### src/rtl/uart_apb_master.sv
// uart_apb_master: serial-to-APB initiator bridge.
// Receives 8N1 command frames on rx_i ('W' + addr[4] + data[4], or 'R' + addr[4],
// all multi-byte fields LSB first), runs one APB transfer, and answers on tx_o
// with a status byte ('K' ok, 'E' slave error, 'T' timeout) followed, for
// reads, by the 4 captured read-data bytes LSB first.
// Ports:
//   clk_i, rst_ni           clock, async active-low reset
//   rx_i / tx_o             UART serial in / out (idle high)
//   psel_o .. pwdata_o      APB master request
//   prdata_i .. pslverr_i   APB completer response
//   busy_o                  command in progress (first byte .. last response bit)
// Optional feature macro: UART_APB_TIMEOUT_EN aborts an access after 256
// cycles without pready_i.
module uart_apb_master #(
  parameter int ClkFreqHz    = 50_000_000,
  parameter int BaudRate     = 115200,
  parameter int ApbAddrWidth = 32
) (
  input  logic                    clk_i,
  input  logic                    rst_ni,
  input  logic                    rx_i,
  output logic                    tx_o,
  output logic                    psel_o,
  output logic                    penable_o,
  output logic                    pwrite_o,
  output logic [ApbAddrWidth-1:0] paddr_o,
  output logic [31:0]             pwdata_o,
  input  logic [31:0]             prdata_i,
  input  logic                    pready_i,
  input  logic                    pslverr_i,
  output logic                    busy_o
);
  localparam int Div  = ClkFreqHz / BaudRate;
  localparam int CntW = $clog2(Div + 1);
  localparam logic [CntW-1:0] DivM1  = CntW'(Div - 1);
  localparam logic [CntW-1:0] HalfM1 = CntW'(Div / 2 - 1);

  typedef enum logic [2:0] {
    S_IDLE, S_ADDR, S_WDATA, S_SETUP, S_ACCESS, S_RESP, S_DONE
  } state_t;

  // ---------------- RX ----------------
  logic            rx_s1, rx_s2, rx_d;
  logic            rx_busy, rx_valid, rx_ferr;
  logic [CntW-1:0] rx_cnt;
  logic [3:0]      rx_bit;
  logic [7:0]      rx_sr, rx_byte;

  // rx_cnt counts down to each sample point: half a bit to the start-bit
  // midpoint, then a full bit per data/stop bit.
  always_ff @(posedge clk_i or negedge rst_ni) begin
    if (!rst_ni) begin
      rx_s1 <= 1'b1; rx_s2 <= 1'b1; rx_d <= 1'b1;
      rx_busy <= 1'b0; rx_valid <= 1'b0; rx_ferr <= 1'b0;
      rx_cnt <= '0; rx_bit <= '0; rx_sr <= '0; rx_byte <= '0;
    end else begin
      rx_s1    <= rx_i;
      rx_s2    <= rx_s1;
      rx_d     <= rx_s2;
      rx_valid <= 1'b0;
      rx_ferr  <= 1'b0;
      if (!rx_busy) begin
        if (rx_d && !rx_s2) begin
          rx_busy <= 1'b1;
          rx_cnt  <= HalfM1;
          rx_bit  <= '0;
        end
      end else if (rx_cnt != '0) begin
        rx_cnt <= rx_cnt - 1'b1;
      end else begin
        rx_cnt <= DivM1;
        rx_bit <= rx_bit + 1'b1;
        if (rx_bit == 4'd0) begin
          if (rx_s2) rx_busy <= 1'b0;          // false start
        end else if (rx_bit == 4'd9) begin
          rx_busy <= 1'b0;
          if (rx_s2) begin
            rx_valid <= 1'b1;
            rx_byte  <= rx_sr;
          end else begin
            rx_ferr  <= 1'b1;
          end
        end else begin
          rx_sr <= {rx_s2, rx_sr[7:1]};
        end
      end
    end
  end

  // ---------------- TX ----------------
  logic            tx_busy, tx_ready, tx_load;
  logic [CntW-1:0] tx_cnt;
  logic [3:0]      tx_bit;
  logic [9:0]      tx_sr;
  logic [7:0]      tx_data;

  // Ready also in the last cycle of a stop bit so frames go back to back.
  assign tx_ready = !tx_busy || (tx_cnt == DivM1 && tx_bit == 4'd9);
  assign tx_o     = tx_sr[0];

  always_ff @(posedge clk_i or negedge rst_ni) begin
    if (!rst_ni) begin
      tx_sr <= '1; tx_busy <= 1'b0; tx_cnt <= '0; tx_bit <= '0;
    end else if (tx_load) begin
      tx_sr   <= {1'b1, tx_data, 1'b0};
      tx_busy <= 1'b1;
      tx_cnt  <= '0;
      tx_bit  <= '0;
    end else if (tx_busy) begin
      if (tx_cnt == DivM1) begin
        tx_cnt <= '0;
        tx_sr  <= {1'b1, tx_sr[9:1]};
        tx_bit <= tx_bit + 1'b1;
        if (tx_bit == 4'd9) tx_busy <= 1'b0;
      end else begin
        tx_cnt <= tx_cnt + 1'b1;
      end
    end
  end

  // ---------------- Parser / APB FSM ----------------
  state_t      state, state_n;
  logic [1:0]  byte_cnt, resp_idx;
  logic        is_wr, timeout;
  logic [31:0] addr_sr, wd_sr, rdata_q, addr_nx, wd_nx;

`ifdef UART_APB_TIMEOUT_EN
  logic [7:0] to_cnt;
  always_ff @(posedge clk_i or negedge rst_ni) begin
    if (!rst_ni)                to_cnt <= '0;
    else if (state != S_ACCESS) to_cnt <= '0;
    else                        to_cnt <= to_cnt + 1'b1;
  end
  assign timeout = (state == S_ACCESS) && !pready_i && (to_cnt == 8'hFF);
`else
  assign timeout = 1'b0;
`endif

  assign psel_o    = (state == S_SETUP) || (state == S_ACCESS);
  assign penable_o = (state == S_ACCESS);
  assign busy_o    = (state != S_IDLE);

  // Fold in the byte completing this cycle so the last field byte reaches
  // the APB registers on the transition into SETUP.
  assign addr_nx = (state == S_ADDR)  ? {rx_byte, addr_sr[31:8]} : addr_sr;
  assign wd_nx   = (state == S_WDATA) ? {rx_byte, wd_sr[31:8]}   : wd_sr;

  always_comb begin
    state_n = state;
    tx_load = 1'b0;
    tx_data = 8'h00;
    case (state)
      S_IDLE:   if (rx_valid && (rx_byte == 8'h57 || rx_byte == 8'h52)) state_n = S_ADDR;
      S_ADDR:   if (rx_ferr) state_n = S_IDLE;
                else if (rx_valid && byte_cnt == 2'd3) state_n = is_wr ? S_WDATA : S_SETUP;
      S_WDATA:  if (rx_ferr) state_n = S_IDLE;
                else if (rx_valid && byte_cnt == 2'd3) state_n = S_SETUP;
      S_SETUP:  state_n = S_ACCESS;
      S_ACCESS: begin
        // Status byte leaves on the same edge the response is sampled.
        if (pready_i || timeout) begin
          tx_load = 1'b1;
          tx_data = !pready_i ? 8'h54 : (pslverr_i ? 8'h45 : 8'h4B);
          state_n = is_wr ? S_DONE : S_RESP;
        end
      end
      S_RESP: begin
        if (tx_ready) begin
          tx_load = 1'b1;
          tx_data = rdata_q[{resp_idx, 3'b000} +: 8];
          if (resp_idx == 2'd3) state_n = S_DONE;
        end
      end
      S_DONE:   if (!tx_busy) state_n = S_IDLE;
      default:  state_n = S_IDLE;
    endcase
  end

  always_ff @(posedge clk_i or negedge rst_ni) begin
    if (!rst_ni) begin
      state <= S_IDLE; byte_cnt <= '0; resp_idx <= '0; is_wr <= 1'b0;
      addr_sr <= '0; wd_sr <= '0; rdata_q <= '0;
      paddr_o <= '0; pwdata_o <= '0; pwrite_o <= 1'b0;
    end else begin
      state <= state_n;
      case (state)
        S_IDLE: begin
          byte_cnt <= '0;
          if (rx_valid) is_wr <= (rx_byte == 8'h57);
        end
        S_ADDR:  if (rx_valid) begin byte_cnt <= byte_cnt + 1'b1; addr_sr <= addr_nx; end
        S_WDATA: if (rx_valid) begin byte_cnt <= byte_cnt + 1'b1; wd_sr <= wd_nx; end
        S_SETUP: resp_idx <= '0;
        S_ACCESS: begin
          if (pready_i)     rdata_q <= prdata_i;
          else if (timeout) rdata_q <= '0;
        end
        S_RESP:  if (tx_ready) resp_idx <= resp_idx + 1'b1;
        default: ;
      endcase
      if (state_n == S_SETUP && state != S_SETUP) begin
        paddr_o  <= addr_nx[ApbAddrWidth-1:0];
        pwrite_o <= is_wr;
        if (is_wr) pwdata_o <= wd_nx;
      end
    end
  end
endmodule
### config.mk
export PLATFORM = sky130hd
export DESIGN_NAME = uart_apb_master
export DESIGN_NICKNAME = d
export VERILOG_FILES = /design/src/rtl/uart_apb_master.sv
export SDC_FILE = /design/constraint.sdc
export NUM_CORES = 1
export LEC_CHECK = 0
export CAP_MARGIN = 15
export CORE_MARGIN = 5
export CORE_UTILIZATION = 45
export DETAILED_ROUTE_END_ITERATION = 10
export PLACE_DENSITY = 0.62
export SYNTH_ARGS = -nofsm -noshare
export SYNTH_HDL_FRONTEND = slang
export SYNTH_SLANG_ARGS = --single-unit
### constraint.sdc
create_clock -name clk_i -period 5.6 [get_ports clk_i]
set_input_delay 1.68 -clock clk_i [delete_from_list [all_inputs] [get_ports clk_i]]
set_output_delay 1.68 -clock clk_i [all_outputs]
set_load 0.02 [all_outputs]
Word-level counts from Yosys, hierarchy flattened. Cells that the tools add are included.

Register bits after elaboration: 228. Latch bits: 0. Memory bits (writable): 0. ROM bits: 0. Word-level logic and storage cells: 142. Memories kept: 0.

Add/sub/neg operators: 6. Multipliers: 0. Div/mod/pow operators: 0. Order comparisons: 0. Equality and inequality tests: 18. Shift-type cells: 1. Mux-type cells: 59. Bitwise logic cells: 3. Reduce and logical (&&, ||, !) cells: 31.

Operators with widths (number): $mux W32 (2); $mux W9 (6); $shiftx A32 B6 Y8 (1); $mux W10 (3); $mux W4 (7); $mux W3 (9); $mux W1 (22); $pmux W3 S7 (1); $reduce_and A2 Y1 (9); $eq A8 B7 Y1 const B (2); $pmux W8 S2 (1); $reduce_bool A2 Y1 (5); $add A9 B1 Y9 const B (1); $eq A3 B2 Y1 const B (3); $eq A3 B3 Y1 const B (3); $eq A9 B9 Y1 const B (1); $reduce_bool A9 Y1 (1); $sub A9 B1 Y9 const B (1); $add A4 B1 Y4 const B (2); $eq A4 B4 Y1 const B (2); $mux W8 (1); $pmux W2 S2 (2); $mux W7 (1); $mux W2 (3); 17 further kinds (29).

Longest topological paths before layout. Gate-level depths: netlist (run 1).

Depth after elaboration: 8. Mapped depth: 10. Gate-level depth less buffers: 7.

Worst setup path before layout (run 1). OpenSTA, ideal clock, no wires.

Path type: input-to-reg. Start point: in pready_i. End point: reg paddr_o[10]. Setup time: 125 ps. Arrival: 3088 ps. Required time: 5475 ps. Setup slack: 2387 ps. Stages on the path: 8. Path through: nand3b_1 a21oi_1 or4_4 buf_6 and2_4 buf_12 buf_12 mux2_4.

Longest elaborated chain between the ends: 4.

RTL lines: from (decl) (RTL line 29) `input logic pready_i,`; $mux W3 (RTL line 161) `if (pready_i || timeout) begin`; $pmux W3 S7 (RTL line 152) `case (state)`; net state_n[1] (RTL line 122) `state_t state, state_n;`; $eq A3 B2 Y1 (RTL line 201) `if (state_n == S_SETUP && state != S_SETUP) begin`; $logic_and A1 B1 Y1 (RTL line 201); to (signal assigned) (RTL line 202) `paddr_o <= addr_nx[ApbAddrWidth-1:0];`; to (decl) (RTL line 26) `output logic [ApbAddrWidth-1:0] paddr_o,`.

The timed path passes the listed nets, and every way through them passes these cells. A chain may end at the register's enable or synchronous reset.

Final worst setup path (run 1).
Start point: reg state[2]. End point: out psel_o.

Longest elaborated chain between the ends: 2. Elaborated cells between the ends (all ways): 3. Classes of those cells: eq/ne (2); reduce/logical (1).

RTL lines: from (decl) (RTL line 122); from (signal assigned) (RTL line 185) `state <= state_n;`; $eq A3 B2 Y1 / $eq A3 B3 Y1 (equally long branches) (RTL line 139) `assign psel_o = (state == S_SETUP) || (state == S_ACCESS);`; $logic_or A1 B1 Y1 (*) (RTL line 139); to (decl) (RTL line 23) `output logic psel_o,`.

Every way passes the cells marked *; elsewhere a longest branch is shown, timed or not.

==> results of run 1 <==
worst min-delay path by stage:
stage                      from  endpoint  slack, ps  cells after the start
after floorplan           rx_s1     rx_s2        350                      0
after global placement    rx_s1     rx_s2        350                      0
after detailed placement  rx_s1     rx_s2        350                      0
after CTS                 rx_s1     rx_s2        360                      0
after global routing      rx_s1     rx_s2        360                      0
final                     rx_s1     rx_s2        360                      0
placed cells by master (no fill, tap or decap), drive strengths merged, types with 4 or more instances in the layout:
| master | count |
|---|---|
| a21oi | 20 |
| mux2 | 204 |
| nand3b | 4 |
| nand2 | 129 |
| nand2b | 8 |
| nor2 | 26 |
| clkbuf | 38 |
| dfrtp | 215 |
| mux4 | 8 |
| clkdlybuf4s50 | 104 |
| dfstp | 12 |
| ha | 10 |
| xor2 | 7 |
| or3 | 6 |
| nor3 | 6 |
| nand3 | 11 |
| o21ai | 24 |
| a22o | 4 |
| nand4 | 6 |
| inv | 16 |
| buf | 11 |
per-layer routing:
layer | GRT usage [%] | wire length, µm
met5 | 0 | 0
met4 | 4.00 | 488
met3 | 2.25 | 613
met2 | 24.9 | 9640
met1 | 22.9 | 9820
layout make-up:
type                    count  area (µm²)  area share, %
multi-input cells         538        4510           35.8
flip-flops and latches    227        5700           45.1
clock buffers              38         724           5.74
well taps                 319         399           3.16
clock inverters             6        82.6          0.654
inverters                  16        60.1          0.476
repair buffers            115        1140           9.06
cells by family after synthesis:
logic type	share of synthesized area, %
adder cells (fa/ha/maj)	1.37
AND/OR/NAND/NOR	10.2
flip-flops	54.0
multiplexers	25.7
XOR/XNOR	0.747
buffers and inverters	3.38
AO/OA/AOI/OAI	4.60
registers in the layout, indices dropped and copies added (netlist names), 2 cells and up:
| name | cells |
|---|---|
| addr_sr | 32 |
| byte_cnt | 2 |
| paddr_o | 32 |
| pwdata_o | 32 |
| rdata_q | 32 |
| resp_idx | 2 |
| rx_bit | 4 |
| rx_byte | 8 |
| rx_cnt | 9 |
| rx_sr | 8 |
| state | 3 |
| tx_bit | 4 |
| tx_cnt | 9 |
| tx_sr | 9 |
| wd_sr | 32 |
metrics by stage:
| step | utilization [%] | cells | power (µW) |
|---|---|---|---|
| 6_report | 54.2 | 1259 | 3470 |
| 5_1_grt | 54.2 | 1259 | 3610 |
| 4_1_cts | 54.2 | 1259 | 3530 |
| 3_5_place_dp | 50.8 | 1215 | 1900 |
| 3_3_place_gp | 50.8 | 1215 | 1900 |
| 2_1_floorplan | - | 828 | 1820 |
power by group:
group          leakage [µW]  switching [µW]  internal (µW)  total [µW]
Sequential          0.00308            41.8           1680        1720
Combinational       0.00259            80.9           71.5         152
Clock              0.000394             622            977        1600
==> impl_metrics.tcl, run 1 <==
set metrics [dict create \
    place_congestion 0.745 \
    whs_ps 356 \
    cp-endpoint "psel_o" \
    setup_ws_ps 1550 \
    numCtsBuffers 24 \
    dr.pass1.iters 5 \
    synth.distinct_cells 62 \
    vias 6451 \
    max_stage_delay_ps 680 \
    fin_skew_ps 9.10 \
    root_buffer "clkbuf_16" \
    crit_start "state[2]" \
    syn2layout_area_growth_pct 19.5 \
    finalSetupTns_ps 0 \
    grt_pass1_wl_um 34900 \
    drtIter0Drc 387 \
    critPathBufInv 1 \
    final_nets 969 \
    gr-total-overflow 0 \
    endpoint_kind "output pin" \
    cts_tree "yes" \
    power.density_nw_per_um2 275 \
    cts_resized 0 \
    io-pin-count 106 \
    leakage_uw 0.00606 \
    synth.top_cells.by_count "dfrtp_1 (215), mux2_2 (148), nand2_1 (128)" \
    core.rowCount 56 \
    grt_max_degree 131 \
    die-area_um2 26600 \
    fillCellCount 2019 \
    crit_path_top_delay_cell "dfrtp_1" \
    period_share_pct 72.3 \
    hold_path.class "reg2reg" \
    slew_violations 0 \
    synthArstFlopShare_pct 100 \
    post_cts_buffers 0 \
    worstPathCellList "nand2b_1, o21ai_0, clkdlybuf4s50_1" \
    port_buffers 105 \
    avgSynthCellArea_um2 12.7 \
    die_y_um 163 \
    crit_family "flip-flops" \
    grt_pass1_vias 6739 \
    syn-num-nets 875 \
    rr_worst_depth 6 \
    wl_um 20600 \
    path_max_fanout 17 \
    path_depth 3 \
    cts_sinks 227 \
    syn_area_um2 10600 \
    slew_headroom_pct 24.8 \
    initial_core_util_pct 45.4 \
    ys.flop_type "dfrtp_1" \
    required_ps 3920 \
    synth_edf_count 0 \
    synth_top_area_share_pct 51.0 \
    critical_path.reg2reg.endpoint "pwdata_o[1]" \
    period_minus_slack_ps 4050 \
    rsz0062_at_grt "no" \
    startpoint_type "flop" \
    max_freq_ghz 0.247 \
    syn_inst 828 \
    placed_area_um2 11800 \
    arrival_ps 2370 \
    final_hold_viol_count 0 \
    hold_buffers 0 \
    r2r_start "resp_idx[0]" \
    worstSetupPathType "reg2out" \
    drv_cap 0 \
    final_layout_size_suffix_gt1_share_pct 29.9 \
    clockBufferDepth 3 \
    clkTransAtPathRegs_ps 60 \
    yosysWarnings 0 \
    r2r_slack_ps 2580 \
    htreeDepth 1 \
    dieWidth_um 163 \
    ys_ff_latch 227 \
    yosysMostFrequentCell "dfrtp_1" \
    outcome "completed" \
    antenna_found_initial 0 \
    avgViaCountPerCell 5.12 \
    clock_latency_ps 510 \
    preCtsSetupSlack_ps 1400 \
    worstMarginPinSlew_ps 1130 \
    ir_drop_mv 0.149 \
    drcViolationCount 0 \
    n_antenna_cell 0 \
    synth_top_area_cell "dfrtp_1" \
    dpl.hpwl_um 13300 \
    synthTopCellsByArea "dfrtp_1 (51%), mux2_2 (16%), mux2_4 (8.0%), nand2_1 (4.6%), dfstp_2 (3.0%)" \
    core-area_um2 23300 \
    grt.total_usage_pct 15.7 \
    finalSetupViolCount 0 \
    ant_nets 0 \
    final_cell_area_um2 12600 \
    ys_seq_area_share_pct 54.0 \
    avgRoutedWirePerCell_um 16.3 \
]
(Power assumes the default switching activity.)
==> run 2: changes to the inputs <==
clock period = 4 ns   (was 5.6 ns; I/O delays follow)
==> run 2 against run 1 <==
Clock-buffer cell count decreased by 5. Total power up 40%. Critical path depth unchanged. Combinational power increased by 42%. Via count increased by 0.82%. Cell count rose by 0.48%. Clock skew is 0.52 ps lower. Sequential power increased by 40%. Die area unchanged. Flip-flop and latch count is the same. Setup slack got worse by 1100 ps. Critical endpoint unchanged.
==> impl_metrics.tcl, run 2 (synthesis gave the netlist of run 1 again) <==
set metrics [dict create \
    outcome "completed" \
    dieWidth_um 163 \
    drtIter0Drc 363 \
    avgViaCountPerCell 5.14 \
    io-pin-count 106 \
    dpl.hpwl_um 13500 \
    root_buffer "clkbuf_16" \
    period_minus_slack_ps 3550 \
    numCtsBuffers 25 \
    fin_skew_ps 8.58 \
    grt_pass1_vias 6637 \
    final_hold_viol_count 0 \
    slew_headroom_pct 33.5 \
    port_buffers 105 \
    setup_ws_ps 449 \
    finalSetupViolCount 0 \
    slew_violations 0 \
    initial_core_util_pct 45.4 \
    path_max_fanout 17 \
    final_cell_mix "dfrtp_1 (215), mux2_2 (148), nand2_1 (128)" \
    hold_path.class "reg2reg" \
    worstHoldPathCells 0 \
    layout_commonest_cell "dfrtp_1" \
    drcViolationCount 0 \
    seqCellArea_um2 5700 \
    preCtsSetupSlack_ps 675 \
    startpoint_type "flop" \
    ant_nets 0 \
    required_ps 2800 \
    rsz0062_at_grt "no" \
    min_to "rx_s2" \
    clkTransAtPathRegs_ps 60 \
    syn2layout_area_growth_pct 20.1 \
    ir_drop_mv 0.296 \
    antenna_found_initial 0 \
    fillCellCount 1993 \
    post_cts_buffers 0 \
    worstMarginPinSlew_ps 984 \
    grt.total_usage_pct 15.8 \
    cts_resized 0 \
    critical_path.reg2reg.endpoint "paddr_o[3]" \
    endpoint_kind "output pin" \
    n_antenna_cell 0 \
    htreeDepth 1 \
    final_layout_size_suffix_gt1_share_pct 30.7 \
    avgRoutedWirePerCell_um 16.3 \
    place_congestion 0.772 \
    vias 6504 \
    leakage_uw 0.00610 \
    core.rowCount 56 \
    dr.pass1.iters 4 \
    crit_start "state[2]" \
    whs_ps 358 \
    die-area_um2 26600 \
    clock_latency_ps 510 \
    grt_max_degree 77 \
    final_nets 975 \
    r2r_start "resp_idx[1]" \
    period_share_pct 88.8 \
    finalSetupTns_ps 0 \
    cts_sinks 227 \
    cts_tree "yes" \
    min_from "rx_s1" \
    multiInputGateArea_um2 4510 \
    final_core_util_pct 54.5 \
    fin_total_pwr_uw 4870 \
    arrival_ps 2350 \
    r2r_slack_ps 1230 \
    worstSetupPathType "reg2out" \
    power.density_nw_per_um2 384 \
    wl_um 20600 \
    clockBufferDepth 3 \
    rr_worst_depth 6 \
    grt_pass1_wl_um 34900 \
    die_y_um 163 \
    gr-total-overflow 0 \
    drv_cap 0 \
    hold_buffers 0 \
    max_freq_ghz 0.282 \
    core-area_um2 23300 \
]
## run 2: cell types whose count changed in the layout (fill, tap and decap cells not counted), sizes merged
| cell | delta |
|---|---|
| clkinv | +6 |
| buf | +5 |
| clkbuf | -5 |
## run 2: layer usage
layer  GRT usage, %  wire length [µm]
met5              0                 0
met4           3.58               434
met3           2.45               632
met2           25.0              9650
met1           23.2              9840
## run 2: worst max-delay path by stage
stage and end:
2_1_floorplan paddr_o[10], 3_3_place_gp pwdata_o[0], 3_5_place_dp pwdata_o[0], 4_1_cts psel_o, 5_1_grt psel_o, 6_report psel_o
## run 2: stage by stage
step | cell area (µm²) | instances
final | 12700 | 1265
after global routing | 12700 | 1265
after CTS | 12700 | 1265
after detailed placement | 11900 | 1220
after global placement | 11900 | 1220
after floorplan | 10600 | 828
## run 2: cell type report
class	count	share of cell area, %
clock buffers	33	5.41
flip-flops and latches	227	44.9
inverters	16	0.474
clock inverters	12	1.01
well taps	319	3.15
repair buffers	120	9.42
multi-input cells	538	35.6
## run 2: report_power, final
| group | internal, µW | switching, µW | total (µW) |
|---|---|---|---|
| registers | 2350 | 59.6 | 2410 |
| clock network | 1340 | 911 | 2250 |
| logic | 102 | 114 | 216 |
## run 2: critical path, cell delays in order (launching register included)
cell	delay, ps
dfrtp_1	680
nand2b_1	200
o21ai_0	290
clkdlybuf4s50_1	670
==> run 3: changes to the inputs <==
ABC_AREA = 1   (was default)
PLACE_DENSITY = 0.63   (was 0.62)
==> run 3 against run 2 <==
Final area is 2.2% lower. Setup slack improved by 230 ps. Combinational power rose to 5.6 times the previous value. Critical path depth grew 1. Via count rose by 27%. Clock skew hardly changed. Global-route usage is 2.4 points higher. Clock-buffer cell count up 6. Utilization up 0.11 points. First-iteration DRC count increased by 100%. Sequential power is 17% higher. Largest cell class unchanged. Largest power group unchanged.
==> impl_metrics.tcl, run 3 <==
set metrics [dict create \
    outcome "completed" \
    ir_drop_mv 0.307 \
    yosys.area_share.simple_pct 22.2 \
    arrival_ps 2120 \
    path_max_fanout 4 \
    place_inst 1583 \
    power.density_nw_per_um2 494 \
    syn_area_um2 10400 \
    hold_path.class "reg2reg" \
    antenna_found_initial 0 \
    crit_family "buffers and inverters" \
    worstPathCellList "nor2_1, nand2_1, nand2_1, clkdlybuf4s50_1" \
    syn-num-nets 1292 \
    clockBufferDepth 3 \
    layout.cells.non_filler 1629 \
    yosysMostFrequentCell "nand2_1" \
    syn2layout_area_growth_pct 19.2 \
    rsz0062_at_grt "no" \
    drtIter0Drc 740 \
    synth.distinct_cells 40 \
    required_ps 2800 \
    io-pin-count 106 \
    multiInputGateArea_um2 3930 \
    core.rowCount 55 \
    synth_compound_area_share_pct 13.4 \
    gr-total-overflow 0 \
    whs_ps 358 \
    wl_um 23700 \
    synth.top_cells.by_count "nand2_1 (417), dfrtp_1 (215), o21ai_0 (185)" \
    critPathBufInv 1 \
    synth_xor_area_share_pct 0.926 \
    ys.flop_type "dfrtp_1" \
    core-area_um2 22700 \
    port_buffers 105 \
    ant_nets 0 \
    synthTopCellsByArea "dfrtp_1 (52%), nand2_1 (15%), o21ai_0 (8.9%), inv_1 (4.4%), dfstp_2 (3.0%)" \
    crit_path_top_delay_cell "clkdlybuf4s50_1" \
    n_antenna_cell 0 \
    grt_pass1_wl_um 40400 \
    yosysWarnings 0 \
    cts_tree "yes" \
    dpl.hpwl_um 15700 \
    grt_max_degree 101 \
    synthArstFlopShare_pct 100 \
    slew_violations 0 \
    final_nets 1372 \
    cpMostUsedCell "nand2_1" \
    drcViolationCount 0 \
    leakage_uw 0.00575 \
    ys_ff_latch 227 \
    synth_top_family_by_area "simple AND/OR/NAND/NOR gates" \
    placed_area_um2 11600 \
    synth_top_area_share_pct 51.7 \
    worstMarginPinSlew_ps 845 \
    root_buffer "clkbuf_16" \
    ys_seq_area_share_pct 54.7 \
    seqCellArea_um2 5700 \
    final_cell_mix "nand2_1 (417), dfrtp_1 (215), o21ai_0 (185)" \
    numCtsBuffers 25 \
    drv_cap 0 \
    fin_total_pwr_uw 6120 \
    startpoint_type "flop" \
    synthMuxAreaShare_pct 0 \
    final_cell_area_um2 12400 \
    post_cts_buffers 0 \
    endpoint_kind "output pin" \
    clkTransAtPathRegs_ps 60 \
    layout_commonest_cell "nand2_1" \
    initial_core_util_pct 45.8 \
    grt.total_usage_pct 18.2 \
    avgViaCountPerCell 5.06 \
    avgRoutedWirePerCell_um 14.5 \
    synth_fa_ha_area_share_pct 1.20 \
    slew_headroom_pct 43.7 \
    worstSetupPathType "reg2out" \
    cts_sinks 227 \
    grt_pass1_vias 8042 \
    period_share_pct 83.0 \
    final_layout_size_suffix_gt1_share_pct 7.74 \
    clock_latency_ps 510 \
    dieWidth_um 162 \
    fillCellCount 2116 \
    finalSetupTns_ps 0 \
    die-area_um2 26300 \
    final_hold_viol_count 0 \
    finalSetupViolCount 0 \
    vias 8245 \
    period_minus_slack_ps 3320 \
    cts_resized 0 \
    syn_inst 1245 \
    die_y_um 162 \
    synth_edf_count 0 \
    fin_skew_ps 8.08 \
    place_congestion 0.792 \
    htreeDepth 1 \
    max_freq_ghz 0.301 \
    avgSynthCellArea_um2 8.36 \
    max_stage_delay_ps 620 \
    hold_buffers 0 \
    dr.pass1.iters 6 \
    synth_top_area_cell "dfrtp_1" \
]
==> run 3: cell types whose count changed after synthesis, sizes merged, moves of 4 or more <==
cell    previous run  this run
or3                6         0
nand2b             8         0
inv               16       125
clkbuf            21        35
buf               26        30
mux4               8         0
nor2              26        33
o21ai             24       222
nand3             11        48
nand2            129       422
mux2             204         0
nand4              6        37
==> run 3: worst paths after layout <==
path,endpoint,startpoint,cells past startpoint,slack [ps]
setup / recovery,psel_o,state[1],4,680
min in group asynchronous,tx_cnt[3],rst_ni,1,700
hold / removal,rx_s2,rx_s1,0,360
setup reg to reg,pwdata_o[29],state[1],10,1260
max in group asynchronous,rx_s2,rst_ni,2,2420
hold reg to reg,rx_s2,rx_s1,0,360
==> run 3: kinds of logic (layout without fill, tap and decap cells) <==
kind of cell,after synthesis,count (layout)
AND/OR/NAND/NOR,553,553
AO/OA/AOI/OAI,253,253
flip-flops,227,227
XOR/XNOR,11,11
adder cells (fa/ha/maj),10,10
buffers and inverters,191,290
==> run 3: cell type report <==
type,instances,area share (%)
flip-flops and latches,227,45.9
multi-input cells,827,31.7
clock buffers,39,5.71
well taps,285,2.88
repair buffers,118,9.61
clock inverters,7,0.363
inverters,126,3.81
==> run 3: worst register-to-register path, delay by kind of cell, from the launching register on <==
kind	cells	cell delay [ps]
flip-flops	1	420
AND/OR/NAND/NOR	8	1590
buffers and inverters	2	620
==> run 3: power by group <==
part           internal (µW)  leakage, µW  switching [µW]
logic                    430      0.00234             768
registers               2630      0.00304             188
clock network           1220     0.000367             892
total                   4270      0.00575            1850
==> run 3: metal layers <==
metal	track usage, %	share of wire [%]
met1	26.6	48
met2	29.3	46
met3	2.97	4.4
met4	3.27	1.5
met5	0	0
==> run 3: metrics by stage <==
step,setup slack (ps),util [%]
after CTS,685,54.6
after global placement,470,51.3
after detailed placement,441,51.3
after floorplan,1830,-
after global routing,602,54.6
final,679,54.6
